[src/rtl/ascon_serial_loader.sv]
// Serial feeder for the bit-serial Ascon decryption core: captures parallel operands,
// shifts them MSB-first into the share inputs, pulses start, waits for ready.
// Optional 32-bit LFSR randomness enabled by `define ASCON_LOADER_LFSR_EN.
module ascon_serial_loader #(
    parameter int unsigned K         = 128,
    parameter int unsigned L         = 40,
    parameter int unsigned Y         = 80,
    parameter int unsigned START_CYC = 3,
    parameter logic [31:0] SEED      = 32'hACE1_2468
) (
    input  logic           clk,
    input  logic           rst,
    input  logic           load_valid,
    output logic           load_ready,
    input  logic [K-1:0]   key_in,
    input  logic [127:0]   nonce_in,
    input  logic [L-1:0]   ad_in,
    input  logic [Y-1:0]   ct_in,
    output logic [2:0]     keyxSO,
    output logic [2:0]     noncexSO,
    output logic [2:0]     associated_dataxSO,
    output logic [2:0]     cipher_textxSO,
    output logic [6:0]     r_64xSO,
    output logic           r_128xSO,
    output logic           r_ptxSO,
    output logic           decryption_startxSO,
    input  logic           decryption_readyxSI,
    output logic           busy,
    output logic           done
);

    localparam int unsigned M1  = (K > Y) ? K : Y;
    localparam int unsigned M2  = (M1 > L) ? M1 : L;
    localparam int unsigned MAX = (M2 > 128) ? M2 : 128;
    localparam int unsigned CW  = $clog2(((MAX > START_CYC) ? MAX : START_CYC) + 1);

    typedef enum logic [1:0] {IDLE, SHIFT, START, WAIT} state_e;

    state_e          state_q, state_d;
    logic [CW-1:0]   cnt_q, cnt_d;
    logic [K-1:0]    key_sh_q, key_sh_d;
    logic [127:0]    nonce_sh_q, nonce_sh_d;
    logic [L-1:0]    ad_sh_q, ad_sh_d;
    logic [Y-1:0]    ct_sh_q, ct_sh_d;
    logic [2:0]      key_so_q, key_so_d, nonce_so_q, nonce_so_d;
    logic [2:0]      ad_so_q, ad_so_d, ct_so_q, ct_so_d;
    logic [6:0]      r64_q, r64_d;
    logic            r128_q, r128_d, rpt_q, rpt_d;
    logic            start_q, start_d, done_q, done_d;
    logic            busy_q, busy_d, load_ready_q, load_ready_d;
    logic [16:0]     rnd;

`ifdef ASCON_LOADER_LFSR_EN
    localparam logic [31:0] LFSR_TAPS = 32'h8020_0003;
    logic [31:0] lfsr_q, lfsr_d;

    // Free-running across transactions; only reset restores the seed.
    always_ff @(posedge clk or negedge rst) begin
        if (!rst) lfsr_q <= SEED;
        else      lfsr_q <= lfsr_d;
    end
`else
    logic unused_seed;
    always_comb unused_seed = ^SEED;
`endif

    always_comb begin
        state_d      = state_q;
        cnt_d        = cnt_q;
        key_sh_d     = key_sh_q;
        nonce_sh_d   = nonce_sh_q;
        ad_sh_d      = ad_sh_q;
        ct_sh_d      = ct_sh_q;
        key_so_d     = '0;
        nonce_so_d   = '0;
        ad_so_d      = '0;
        ct_so_d      = '0;
        r64_d        = '0;
        r128_d       = 1'b0;
        rpt_d        = 1'b0;
        start_d      = 1'b0;
        done_d       = 1'b0;
        load_ready_d = 1'b0;
        rnd          = '0;
`ifdef ASCON_LOADER_LFSR_EN
        lfsr_d       = lfsr_q;
`endif
        case (state_q)
            IDLE: begin
                load_ready_d = 1'b1;
                if (load_valid && load_ready_q) begin
                    key_sh_d     = key_in;
                    nonce_sh_d   = nonce_in;
                    ad_sh_d      = ad_in;
                    ct_sh_d      = ct_in;
                    cnt_d        = '0;
                    state_d      = SHIFT;
                    load_ready_d = 1'b0;
                end
            end
            SHIFT: begin
`ifdef ASCON_LOADER_LFSR_EN
                lfsr_d = {1'b0, lfsr_q[31:1]} ^ ({32{lfsr_q[0]}} & LFSR_TAPS);
                rnd    = lfsr_d[16:0];
`endif
                {r128_d, rpt_d, r64_d} = rnd[16:8];
                // Shadows shift in zeros, so shorter operands pad with 0 after their MSBs.
                key_so_d   = {rnd[7:6], key_sh_q[K-1]};
                ad_so_d    = {rnd[5:4], ad_sh_q[L-1]};
                ct_so_d    = {rnd[3:2], ct_sh_q[Y-1]};
                nonce_so_d = {rnd[1:0], nonce_sh_q[127]};
                key_sh_d   = key_sh_q << 1;
                nonce_sh_d = nonce_sh_q << 1;
                ad_sh_d    = ad_sh_q << 1;
                ct_sh_d    = ct_sh_q << 1;
                cnt_d      = cnt_q + CW'(1);
                if (cnt_q == CW'(MAX - 1)) begin
                    cnt_d   = '0;
                    state_d = START;
                end
            end
            START: begin
                start_d = 1'b1;
                cnt_d   = cnt_q + CW'(1);
                if (cnt_q == CW'(START_CYC - 1)) begin
                    cnt_d   = '0;
                    state_d = WAIT;
                end
            end
            WAIT: begin
                if (decryption_readyxSI) begin
                    done_d  = 1'b1;
                    state_d = IDLE;
                end
            end
            default: state_d = IDLE;
        endcase
        busy_d = (state_d != IDLE);
    end

    always_ff @(posedge clk or negedge rst) begin
        if (!rst) begin
            state_q      <= IDLE;
            cnt_q        <= '0;
            key_sh_q     <= '0;
            nonce_sh_q   <= '0;
            ad_sh_q      <= '0;
            ct_sh_q      <= '0;
            key_so_q     <= '0;
            nonce_so_q   <= '0;
            ad_so_q      <= '0;
            ct_so_q      <= '0;
            r64_q        <= '0;
            r128_q       <= 1'b0;
            rpt_q        <= 1'b0;
            start_q      <= 1'b0;
            done_q       <= 1'b0;
            busy_q       <= 1'b0;
            load_ready_q <= 1'b1;
        end else begin
            state_q      <= state_d;
            cnt_q        <= cnt_d;
            key_sh_q     <= key_sh_d;
            nonce_sh_q   <= nonce_sh_d;
            ad_sh_q      <= ad_sh_d;
            ct_sh_q      <= ct_sh_d;
            key_so_q     <= key_so_d;
            nonce_so_q   <= nonce_so_d;
            ad_so_q      <= ad_so_d;
            ct_so_q      <= ct_so_d;
            r64_q        <= r64_d;
            r128_q       <= r128_d;
            rpt_q        <= rpt_d;
            start_q      <= start_d;
            done_q       <= done_d;
            busy_q       <= busy_d;
            load_ready_q <= load_ready_d;
        end
    end

    assign keyxSO              = key_so_q;
    assign noncexSO            = nonce_so_q;
    assign associated_dataxSO  = ad_so_q;
    assign cipher_textxSO      = ct_so_q;
    assign r_64xSO             = r64_q;
    assign r_128xSO            = r128_q;
    assign r_ptxSO             = rpt_q;
    assign decryption_startxSO = start_q;
    assign busy                = busy_q;
    assign done                = done_q;
    assign load_ready          = load_ready_q;

endmodule

[config.mk]
export PLATFORM = sky130hd
export DESIGN_NAME = ascon_serial_loader
export DESIGN_NICKNAME = d
export VERILOG_FILES = /design/src/rtl/ascon_serial_loader.sv
export SDC_FILE = /design/constraint.sdc
export NUM_CORES = 1
export LEC_CHECK = 0
export CORE_MARGIN = 5
export CORE_UTILIZATION = 50
export CTS_CLUSTER_SIZE = 24
export DETAILED_ROUTE_END_ITERATION = 10
export PLACE_DENSITY = 0.87
export SYNTH_ARGS = -nofsm -noshare
export SYNTH_HDL_FRONTEND = slang
export SYNTH_SLANG_ARGS = --single-unit
[constraint.sdc]
create_clock -name clk -period 2.6 [get_ports clk]
set_input_delay 0.52 -clock clk [delete_from_list [all_inputs] [get_ports clk]]
set_output_delay 0.52 -clock clk [all_outputs]
set_load 0.02 [all_outputs]
# After elaboration in Yosys (flattened, before gate mapping)
# Index checks and enable logic that the tools add are counted.
# word_totals
output_inout_bits	25
input_bits	380
reg_bits	402
elab_cells	54
# classes
reduce_logical	7
mux	26
add_sub_neg	1
n_eq_ne	6
# op_table
cell	count
case mux 128 bit (2 select lines)	2
two-way mux 128 bit	2
case mux 80 bit (2 select lines)	1
two-way mux 80 bit	1
case mux 40 bit (2 select lines)	1
two-way mux 40 bit	1
two-way mux 8 bit	3
case mux 8 bit (3 select lines)	1
two-way mux 1 bit	9
adder 8 x 1 -> 8 bit (second input constant)	1
equality test 8 x 2 -> 1 bit (second input constant)	1
equality test 8 x 7 -> 1 bit (second input constant)	1
two-way mux 2 bit	4
case mux 2 bit (4 select lines)	1
equality test 2 bit (second input constant)	2
AND reduction 2 bit	2
nonzero test 2 bit	2
nonzero test 3 bit	1
equality test 2 x 1 -> 1 bit (second input constant)	1
logical NOT 2 bit	1
inequality test 2 bit (second input constant)	1
logical AND 1 bit	1

# Depth between registers and ports, before layout
# logic_depth
depth_word	4
depth_mapped	9
ltp_nobuf	6

# Worst setup path after synthesis
# Ideal clock, no wire load.
# synth_timing
kind	register to register
start	register state_q[0]
end	register ct_sh_q[27]
arrival_time_ns	1.576
path_stages_with_launch	8
period_less_slack_ns	1.713
required_ns	2.463
setup_slack_ns	0.887
setup_time_ns	0.137
path_cell_list	dfrtp_1 inv_1 ha_1 nand3_2 a21boi_4 buf_2 clkbuf_1 o21ai_0
# synth_between
elab_chain_len	3
# synth_rtl
element	line_no	text
start: declaration	39	state_e state_q, state_d;
start signal: assignment	161	state_q <= state_d;
equality test 2 x 1 -> 1 bit / logical NOT 2 bit (equally long branches)	88	case (state_q)
nonzero test 2 bit (no line) / inequality test 2 bit (equally long branches)	--	
AND reduction 2 bit (no line)	--	
end signal: assignment	166	ct_sh_q <= ct_sh_d;
end: declaration	44	logic [Y-1:0] ct_sh_q, ct_sh_d;
# Parallel ways exist; a longest one is shown, timed or not.
# A chain may end at the register's enable or synchronous reset.

# Final worst setup path
# layout_timing
start	register state_q[0]
end	register key_sh_q[80]
# layout_between
elab_chain_len	3
# layout_rtl
element	line_no	text
equality test 2 x 1 -> 1 bit / logical NOT 2 bit (equally long branches)	88	
nonzero test 2 bit (no line) / inequality test 2 bit (equally long branches)	--	
AND reduction 2 bit (no line)	--	
end signal: assignment	163	key_sh_q <= key_sh_d;
end: declaration	41	logic [K-1:0] key_sh_q, key_sh_d;
# Parallel ways exist; a longest one is shown, timed or not.

==> summary.md <==
| Metric | Value |
|---|---|
| Seq/Total Area, Yosys | 53.7% |
| Worst VDD drop | 444 uV |
| Clock Tree Buf Depth | 3 |
| Dpl cell area | 22700 um2 |
| Worst Slack Setup Final | 0.281 ns |
| Max_cap viols | 0 |
| WHS Path Cells | 2 |
| Leak | 12.9 nW |
| CTS tree | built |
| Crit Reg-Reg Endpoint | key_sh_q[80]$_DFFE_PN0P_ |
| Yosys top cell by area | dfrtp_1 |
| PD cells | 544 nW/um2 |
| Clock skew | 0.0262 ns |
| Routed WL | 47300 um |
| Most frequent cells in the layout | 393 x dfrtp_1, 386 x nand2_1, 386 x clkdlybuf4s50_1 |
| Initial drt markers | 748 |
| P_int | 0.0104 W |
| RSZ-0062 raised after global routing | no |
| Vias per inst | 5.41 |
| Sequential Power Share | 46.7% |
| Slew headroom | 57.3% |
| Share of total power in the clock network | 47.1% |
| Switching share of total power | 20.7% |
| # nets final | 2494 |
| FF+latch count, synth | 394 |
| Detailed placement HPWL | 33500 um |
| Min-Delay Endpoint | key_sh_q[99]$_DFFE_PN0P_ |
| Status | finished clean |
| Synth Instances | 1758 |
| Initial antenna violation count | 3 |
| Largest net degree at the start of global routing | 140 |
| GP Congestion | 0.861 |
| Clock Latency Late Sink | 0.54 ns |
| Worst-path maximum fanout | 56 |
| Setup WS pre-CTS | 0.296 ns |
| Drt pass-1 iters | 4 |
| H-tree Lvls | 2 |
| Netlist cell types | 44 |
| Clock Pin Slew Worst Setup and Hold Paths | 0.06 ns |
| Area of the core | 36400 um2 |
| RR Startpoint | state_q[0]$_DFF_PN0_ |
| CP arrival | 2.75 ns |
| Detail Route Antenna Nets | 0 |
| Max frequency | 431 MHz |
| Area growth syn-to-layout | 31.5% |
| Hold Path Class | flip-flop to flip-flop |
| Ports | 405 |
| Total grt overflow | 0 |
| Row count | 70 |
| Ys Warns | 0 |
| CP Data Required Time | 3.03 ns |
| Comb pwr share | 6.2% |
| Period Utilization, post-route | 89.2% |
| Hold_sp | key_sh_q[99]$_DFFE_PN0P_ |
| Count of final hold-check violations | 0 |
| Startpoint Class | flip-flop |
| CP Class | flip-flop to flip-flop |
| # resized after CTS | 0 |
| DRC | 0 |
| Slew at the pin with the worst max-slew slack | 0.641 ns |
| Layout cells sized above 1 | 5.80% |
| R2r setup slk | 0.28 ns |
| Main synth FF type | dfrtp_1 |
| Avg Cell Area, Syn | 10.4 um2 |
| Worst setup EP type | flip-flop |
| CTS sink cnt | 394 |
| Die Wd | 202 um |
| Final Max Slew Viols | 0 |
| Port Buffers | 387 |
| Commonest non-fill, non-tap cell in the layout | dfrtp_1 |
| Clock tree root buffer cell | clkbuf_16 |
| Fin util | 66.2% |
| Vias in the first global route | 14900 |
| Final setup vio count | 0 |
| Post-synth top area share | 53.6% |
| EDFF count, synth | 0 |
| Vias after detailed routing | 14100 |
| Die area | 40600 um2 |
| NetSw | 0.00272 W |
| GRT Resource Usage Total | 22.9% |
| First-pass GRT wire length | 77200 um |
| CTS buffer count | 42 |
| Synthesized area | 18400 um2 |
| Min Clock Period, post-route | 2.32 ns |
| WL per Instance | 18.1 um |
| Top post-synthesis cells by area | dfrtp_1 54%, mux2i_1 20%, o21ai_1 8.8% |
| Register-to-Register Path Depth | 8 |
| Post-synthesis async set-or-reset flop share | 100% |
| Setup tns final | 0 ns |
| Starting Density | 50.4% |
| Chip height | 202 um |
| Final Instance Area | 24100 um2 |
-- cell type report --
class,instances,area (um2)
clock inverters,11,113
multi-input cells,1228,7700
well taps,468,586
flip-flops and latches,394,9860
repair buffers,433,4490
fillers,2622,12300
clock buffers,65,1340
inverters,8,30.0
diodes,1,2.50
-- state kept, by name, indices dropped and copies added (netlist names) --
name and flops:
load_ready 1, busy 1, cipher_textxSO 1, noncexSO 1
done 1, cnt_q 8, decryption_startxSO 1, associated_dataxSO 1
key_sh_q 128, nonce_sh_q 128, state_q 2, ct_sh_q 80
keyxSO 1, ad_sh_q 40
-- repair_timing --
item,4_1_cts,5_1_grt
hold buffers,1,0
setup buffers,0,0
endpoints found under the hold margin,62,0
-- synthesized netlist by cell type, drive strengths merged, types with 2 or more instances --
cell type,n
dfrtp,393
nand2,386
o21ai,386
mux2i,372
buf,106
clkbuf,38
nor2,9
inv,8
o211ai,8
ha,7
and2,6
nand3,6
a22oi,4
o2111ai,4
a2111oi,2
a21boi,2
a21oi,2
nand4,2
-- critical path: stages (launching register included) --
cell and delay [ns]:
dfrtp_1 0.45, inv_1 0.14, ha_1 0.37, inv_2 0.17
a21boi_4 0.30, buf_12 0.31, buf_12 0.24, nand2_1 0.09
o21ai_0 0.11
-- layer usage --
| layer | vias up | share of wire, % | global-route usage [%] |
|---|---|---|---|
| met5 | - | 0.027 | 0 |
| li1 | 6738 | - | - |
| met4 | 2 | 3.2 | 7.45 |
| met2 | 486 | 49 | 38.2 |
| met3 | 110 | 6.2 | 4.53 |
| met1 | 6782 | 41 | 30.3 |
-- through the flow --
step | hold WS, ns | power (W) | instances
floorplan | 0.224 | 0.00630 | 1774
global placement | 0.461 | 0.00705 | 2530
detailed placement | 0.470 | 0.00705 | 2530
CTS | 0.483 | 0.0132 | 2607
global route | 0.503 | 0.0136 | 2607
finish | 0.480 | 0.0131 | 2608
-- how the worst max path moves through the flow --
stage,from,endpoint,slack (ns),cells past startpoint
final,state_q[0]$_DFF_PN0_,key_sh_q[80]$_DFFE_PN0P_,0.28,8
after global routing,state_q[0]$_DFF_PN0_,key_sh_q[79]$_DFFE_PN0P_,0.14,8
after CTS,load_ready$_DFF_PN1_,load_ready,0.29,1
after detailed placement,load_valid,key_sh_q[58]$_DFFE_PN0P_,0.30,6
after global placement,load_valid,key_sh_q[46]$_DFFE_PN0P_,0.38,6
after floorplan,state_q[0]$_DFF_PN0_,ct_sh_q[27]$_DFFE_PN0P_,0.89,7
-- cells by family after synthesis --
logic type      synth area share (%)
compound gates                  12.0
simple gates                    8.81
flops                           53.7
mux                             20.3
buf+inv                         4.68
fa+ha+maj                      0.477
other cells                   0.0204
-- power by group through the flow --
stage	Sequential, W	Combinational, W	Clock (W)
6_report	0.00613	0.000811	0.00619
5_1_grt	0.00613	0.000863	0.00656
4_1_cts	0.00613	0.000820	0.00630
3_5_place_dp	0.00624	0.000810	0
3_3_place_gp	0.00624	0.000809	0
2_1_floorplan	0.00625	0.0000573	0
No activity file was read; power rests on OpenSTA's default activity.
